===== src/rtl/serial_subtractor.sv =====
// Bit-serial subtractor: diff = a - b - bin, one bit per clock, LSB first.
// Latency WIDTH cycles after the accepting edge; start is ignored while busy.
module serial_subtractor #(
  parameter int WIDTH = 8
) (
  input  logic             clk,
  input  logic             rst,
  input  logic             start,
  input  logic [WIDTH-1:0] a,
  input  logic [WIDTH-1:0] b,
  input  logic             bin,
  output logic             busy,
  output logic             done,
  output logic [WIDTH-1:0] diff,
  output logic             bout,
  output logic             zero
);

  localparam int CW = (WIDTH > 1) ? $clog2(WIDTH) : 1;

  typedef enum logic [1:0] {
    IDLE = 2'd0,
    RUN  = 2'd1,
    DONE = 2'd2
  } state_t;

  state_t           state;
  logic [WIDTH-1:0] sa;
  logic [WIDTH-1:0] sb;
  logic [WIDTH-1:0] sr;
  logic             br;
  logic [CW-1:0]    cnt;

  logic             d;
  logic             br_next;
  logic [WIDTH-1:0] sr_next;

  always_comb begin
    d       = sa[0] ^ sb[0] ^ br;
    br_next = (~sa[0] & sb[0]) | (~(sa[0] ^ sb[0]) & br);
    sr_next = {d, sr[WIDTH-1:1]};
  end

  always_ff @(posedge clk or posedge rst) begin
    if (rst) begin
      state <= IDLE;
      sa    <= '0;
      sb    <= '0;
      sr    <= '0;
      br    <= 1'b0;
      cnt   <= '0;
      busy  <= 1'b0;
      done  <= 1'b0;
      diff  <= '0;
      bout  <= 1'b0;
      zero  <= 1'b0;
    end else begin
      case (state)
        IDLE, DONE: begin
          done <= 1'b0;
          // DONE accepts start too, giving back-to-back operation
          if (start) begin
            sa    <= a;
            sb    <= b;
            br    <= bin;
            sr    <= '0;
            cnt   <= '0;
            busy  <= 1'b1;
            state <= RUN;
          end else begin
            busy  <= 1'b0;
            state <= IDLE;
          end
        end
        RUN: begin
          sa  <= {1'b0, sa[WIDTH-1:1]};
          sb  <= {1'b0, sb[WIDTH-1:1]};
          sr  <= sr_next;
          br  <= br_next;
          cnt <= cnt + 1'b1;
          if (cnt == CW'(WIDTH - 1)) begin
            diff  <= sr_next;
            bout  <= br_next;
            zero  <= (sr_next == '0);
            busy  <= 1'b0;
            done  <= 1'b1;
            state <= DONE;
          end
        end
        default: begin
          busy  <= 1'b0;
          done  <= 1'b0;
          state <= IDLE;
        end
      endcase
    end
  end

endmodule


===== config.mk =====
export PLATFORM = sky130hd
export DESIGN_NAME = serial_subtractor
export DESIGN_NICKNAME = d
export VERILOG_FILES = /design/src/rtl/serial_subtractor.sv
export SDC_FILE = /design/constraint.sdc
export NUM_CORES = 1
export LEC_CHECK = 0
export ABC_AREA = 0
export CORE_ASPECT_RATIO = 0.6
export CORE_MARGIN = 4
export CORE_UTILIZATION = 57
export CTS_BUF_LIST = sky130_fd_sc_hd__clkbuf_8
export CTS_CLUSTER_DIAMETER = 150
export DETAILED_ROUTE_END_ITERATION = 8
export PLACE_DENSITY_LB_ADDON = 0.08
export SLEW_MARGIN = 40
export SYNTH_ARGS = -nofsm -noshare
export SYNTH_HDL_FRONTEND = slang
export SYNTH_SLANG_ARGS = --single-unit

===== constraint.sdc =====
create_clock -name clk -period 4.1 [get_ports clk]
set_input_delay 0.82 -clock clk [delete_from_list [all_inputs] [get_ports clk]]
set_output_delay 0.82 -clock clk [all_outputs]
set_load 0.03 [all_outputs]

Yosys cells after proc, flatten, opt, wreduce, memory -nomap -nowiden
Index checks and enable logic that the tools add are counted.
{ "totals": {"regBits": 42, "in_bits": 20} }
{ "op_classes": {"addsub": 1, "eq_ne": 5, "muxes": 18, "bitwise_logic": 7, "reduce_logical": 6} }
{ "op_table": {"columns": ["op", "n"], "rows": [
  ["8-bit one-hot mux with 2 select lines", 3],
  ["8-bit two-way mux", 3],
  ["8-bit logical NOT", 1],
  ["1-bit two-way mux", 6],
  ["3-bit one-hot mux with 2 select lines", 1],
  ["2-bit inequality test, second input constant", 2],
  ["1-bit one-hot mux with 2 select lines", 2],
  ["2-bit one-hot mux with 2 select lines", 1],
  ["2-bit AND reduction", 2],
  ["3-bit by 1-bit adder with 3-bit output, second input constant", 1],
  ["3-bit equality test, second input constant", 1],
  ["3-bit two-way mux", 1],
  ["1-bit AND", 2],
  ["2-bit by 1-bit equality test with 1-bit output, second input constant", 1],
  ["2-bit equality test, second input constant", 1],
  ["2-bit logical NOT", 1],
  ["2-bit two-way mux", 1],
  ["1-bit NOT", 2],
  ["2-bit nonzero test", 1],
  ["2-bit OR reduction", 1],
  ["1-bit bitwise XOR", 2],
  ["1-bit bitwise OR", 1]
]} }

Logic depth before layout (Yosys ltp)
{ "depth": {"depth_word": 5, "depth_mapped": 6, "depth_no_buf": 5} }

Worst setup path after synthesis
Ideal clock, no wire load.
{ "synth_timing": {"kind": "input to register", "startpoint": "input start", "endpoint": "register sa[0]", "setup_ps": 121, "t_arrival_ps": 1457, "t_required_ps": 3979, "setup_slack_ps": 2522, "cell_stages": 5, "path_buffers": 2, "path_cell_list": "nor2b_1 > buf_2 > buf_2 > nor3_1 > nor2_1"} }
{ "synth_via": {"elab_chain_cells": 2} }
{ "synth_rtl": {"columns": ["item", "line_no", "source"], "rows": [
  ["start, declared", "8", "input logic start,"],
  ["2-bit inequality test (no source line)", null, null],
  ["2-bit AND reduction (no source line)", null, null],
  ["end signal, assigned", "76", "sa <= {1'b0, sa[WIDTH-1:1]};"],
  ["end, declared", "28", "logic [WIDTH-1:0] sa;"]
]} }
No other way between the ends.
A chain may end at the register's enable or synchronous reset.

Worst setup path after layout
{ "layout_timing": {"startpoint": "register done", "endpoint": "output done"} }
{ "layout_rtl": {"columns": ["item", "line_no", "source"], "rows": [
  ["start, declared", "13", "output logic done,"],
  ["start signal, assigned", "53", "done <= 1'b0;"],
  ["start signal, assigned", "60", "done <= 1'b0;"],
  ["start signal, assigned", "86", "done <= 1'b1;"]
]} }
No word-level cell between the ends.

==> impl_metrics.json <==
{
  "outcome": "finished, final reports clean",
  "placed_cells": 200,
  "root_buffer": "clkbuf_8",
  "reg2reg_from": "cnt[0]$_DFFE_PP0P_",
  "area_growth_pct": 23.1,
  "initial_core_util_pct": 63.1,
  "clock_sinks": 40,
  "path_buf_inv": 1,
  "fp-row-count": 14,
  "fmax_ghz": 0.460,
  "yosys_warnings": 0,
  "routed_wl_um": 3370,
  "critPathArrivalTime_ns": 1.35,
  "cap_violations": 0,
  "insertion_delay_ns": 0.29,
  "syn-instance-count": 137,
  "whs_ns": 0.485,
  "irDropWorstVdd_uv": 482,
  "critPathTopFamily": "buffers and inverters",
  "fin_crit_ns": 2.17,
  "htree_num_levels": 2,
  "fill_cells": 165,
  "p_per_area_nw_per_um2": 822,
  "synth_cell_types": 25,
  "hold_viol": 0,
  "r2r-end": "diff[3]$_DFFE_PP0P_",
  "rrSetupSlack_ns": 2.47,
  "critPathKind": "register to output pin",
  "cp_max_fo": 4,
  "synth-edff-count": 0,
  "numCtsBuffers": 5,
  "drc": 0,
  "yosysTopAreaCellShare_pct": 60.0,
  "ys.flop_type": "dfrtp_1",
  "multiInputGateArea_um2": 582,
  "synth.most_common_cell": "dfrtp_1",
  "die_height_um": 49.9,
  "worstPathCellList": "clkdlybuf4s50_1",
  "cpPeakStageDelay_ns": 0.69,
  "ys_seq_elements": 40,
  "seq_area_um2": 1000,
  "path_clk_slew_ns": 0.07,
  "syn-num-nets": 160,
  "tritoncts": "built",
  "endpoint": "done",
  "drtAntennaViolNets": 0,
  "hp-class": "register to register",
  "first_pass_iters": 4,
  "die_w_um": 77.9,
  "cts_setup_buffers": 0,
  "worst_pin_slew_ns": 0.702,
  "rsz0062_at_grt": "no",
  "hpwl_um": 2300,
  "synthTopCellsByCount": "dfrtp_1 (40), nor2_1 (14), o22ai_1 (14), nor3_1 (13), a22o_1 (11)",
  "grt_overflow": 0,
  "ys_seq_area_share_pct": 60.0,
  "r2r_cells": 4,
  "grt_antenna_before_repair": 0,
  "async_flop_share_pct": 100,
  "first_global_vias": 1134,
  "io_pins": 32,
  "cp-start-kind": "register",
  "ctsHoldBuffers": 0,
  "crit_slowest_cell": "clkdlybuf4s50_1",
  "fin_setup_tns_ns": 0,
  "fin_skew_ns": 0.00800,
  "wl_per_cell_um": 16.3,
  "finalPower_uw": 1690,
  "worstPathRequired_ns": 3.28,
  "finalNetCount": 190,
  "synthesis.area_um2": 1670,
  "yosysTopAreaCell": "dfrtp_1",
  "cp.depth": 1,
  "fin_cells": 207,
  "grt_pass1_wl_um": 5790,
  "via_per_inst": 5.75,
  "portBuffers": 31,
  "period_share_pct": 53.0,
  "yosys-top-cells-area": "dfrtp_1 (60%), a22o_1 (5.8%), o22ai_1 (5.2%)",
  "clk_path_buf_depth": 2,
  "endpoint_kind": "output pin",
  "max_slew_margin_pct": 53.2,
  "coreArea_um2": 2650,
  "setup.worst_path.start": "done$_DFFE_PP0P_",
  "grt_max_degree": 41,
  "routabilityCongestion": 0.768,
  "syn_area_per_cell_um2": 12.2,
  "insertedDiodeCount": 0,
  "leakage_uw": 0.000922,
  "drive_gt1_share_pct": 10.2,
  "vias": 1191,
  "post_cts_resized": 0,
  "finalMaxSlewViolations": 0,
  "drt_iter0_markers": 77,
  "track_usage_pct": 19.8,
  "die_area_um2": 3890,
  "setup_violations": 0
}
[cell usage in the layout, fill, tap and decap left out]
master           Yosys  final
o22ai_1             14     14
a22o_1              11     11
nand2b_1             2      2
a221o_1              1      1
inv_1                5      6
and2b_2              1      1
clkdlybuf4s50_1      0     31
nand2_1              3      3
a21oi_1              1      1
dfrtp_1             40     40
fa_1                 1      1
mux2_1               3      3
o31ai_2              1      1
nor4_1               2      2
nor3_1              13     13
nand3b_2             1      1
nor2_4               1      1
nor2_1              14     14
nand3_1              1      1
ha_1                 2      2
mux2_4               5      5
o21ai_1              4      4
clkbuf_8             0      5
clkinv_2             0      1
nor2b_1              1      1
buf_4                2      2
[sequential cells by signal, indices dropped and copies added, names as in the netlist, 3 cells and up]
register / count
cnt: 3
diff: 8
sa: 8
sb: 8
sr: 7
[per-layer routing]
metal,global-route usage [%],share of wire [%],vias up
met5,0,0,-
met1,29.4,49,585
met2,26.8,43,43
met4,7.99,1.6,0
met3,5.64,5.8,7
li1,-,-,556
[stage by stage]
step / util [%] / setup WS [ns] / instance area [um^2]
after floorplan: - / 2.36 / 1670
after global placement: 74.7 / 1.90 / 1980
after detailed placement: 74.7 / 1.87 / 1980
after CTS: 77.7 / 1.92 / 2050
after global routing: 77.7 / 1.87 / 2050
final: 77.7 / 1.93 / 2050
[area by class of cell]
| class | instances | share of cell area, % |
|---|---|---|
| clock inverters | 2 | 0.426 |
| inverters | 5 | 0.914 |
| repair buffers | 33 | 15.8 |
| clock buffers | 5 | 3.35 |
| well taps | 40 | 2.44 |
| flip-flops and latches | 40 | 48.7 |
| multi-input cells | 82 | 28.3 |
[cells by family after synthesis]
kind of cell	after synthesis	synth area share, %
fa+ha+maj	3	2.70
buf+inv	15	5.17
flops	40	60.0
compound gates	32	13.9
simple gates	39	11.8
mux	8	6.52
[power breakdown]
group | leakage, uW | internal, uW | switching [uW]
Clock | 0.0000452 | 113 | 128
Combinational | 0.000382 | 341 | 405
Sequential | 0.000495 | 578 | 123
[worst min path at each step]
stage / start / endpoint / depth (start not counted)
floorplan: cnt[0]$_DFFE_PP0P_ / cnt[0]$_DFFE_PP0P_ / 1
global placement: zero$_DFFE_PP0P_ / zero$_DFFE_PP0P_ / 2
detailed placement: bout$_DFFE_PP0P_ / bout$_DFFE_PP0P_ / 2
CTS: bout$_DFFE_PP0P_ / bout$_DFFE_PP0P_ / 2
global route: cnt[0]$_DFFE_PP0P_ / cnt[0]$_DFFE_PP0P_ / 1
finish: bout$_DFFE_PP0P_ / bout$_DFFE_PP0P_ / 2
Note: power is estimated with default switching activity, not from simulation.
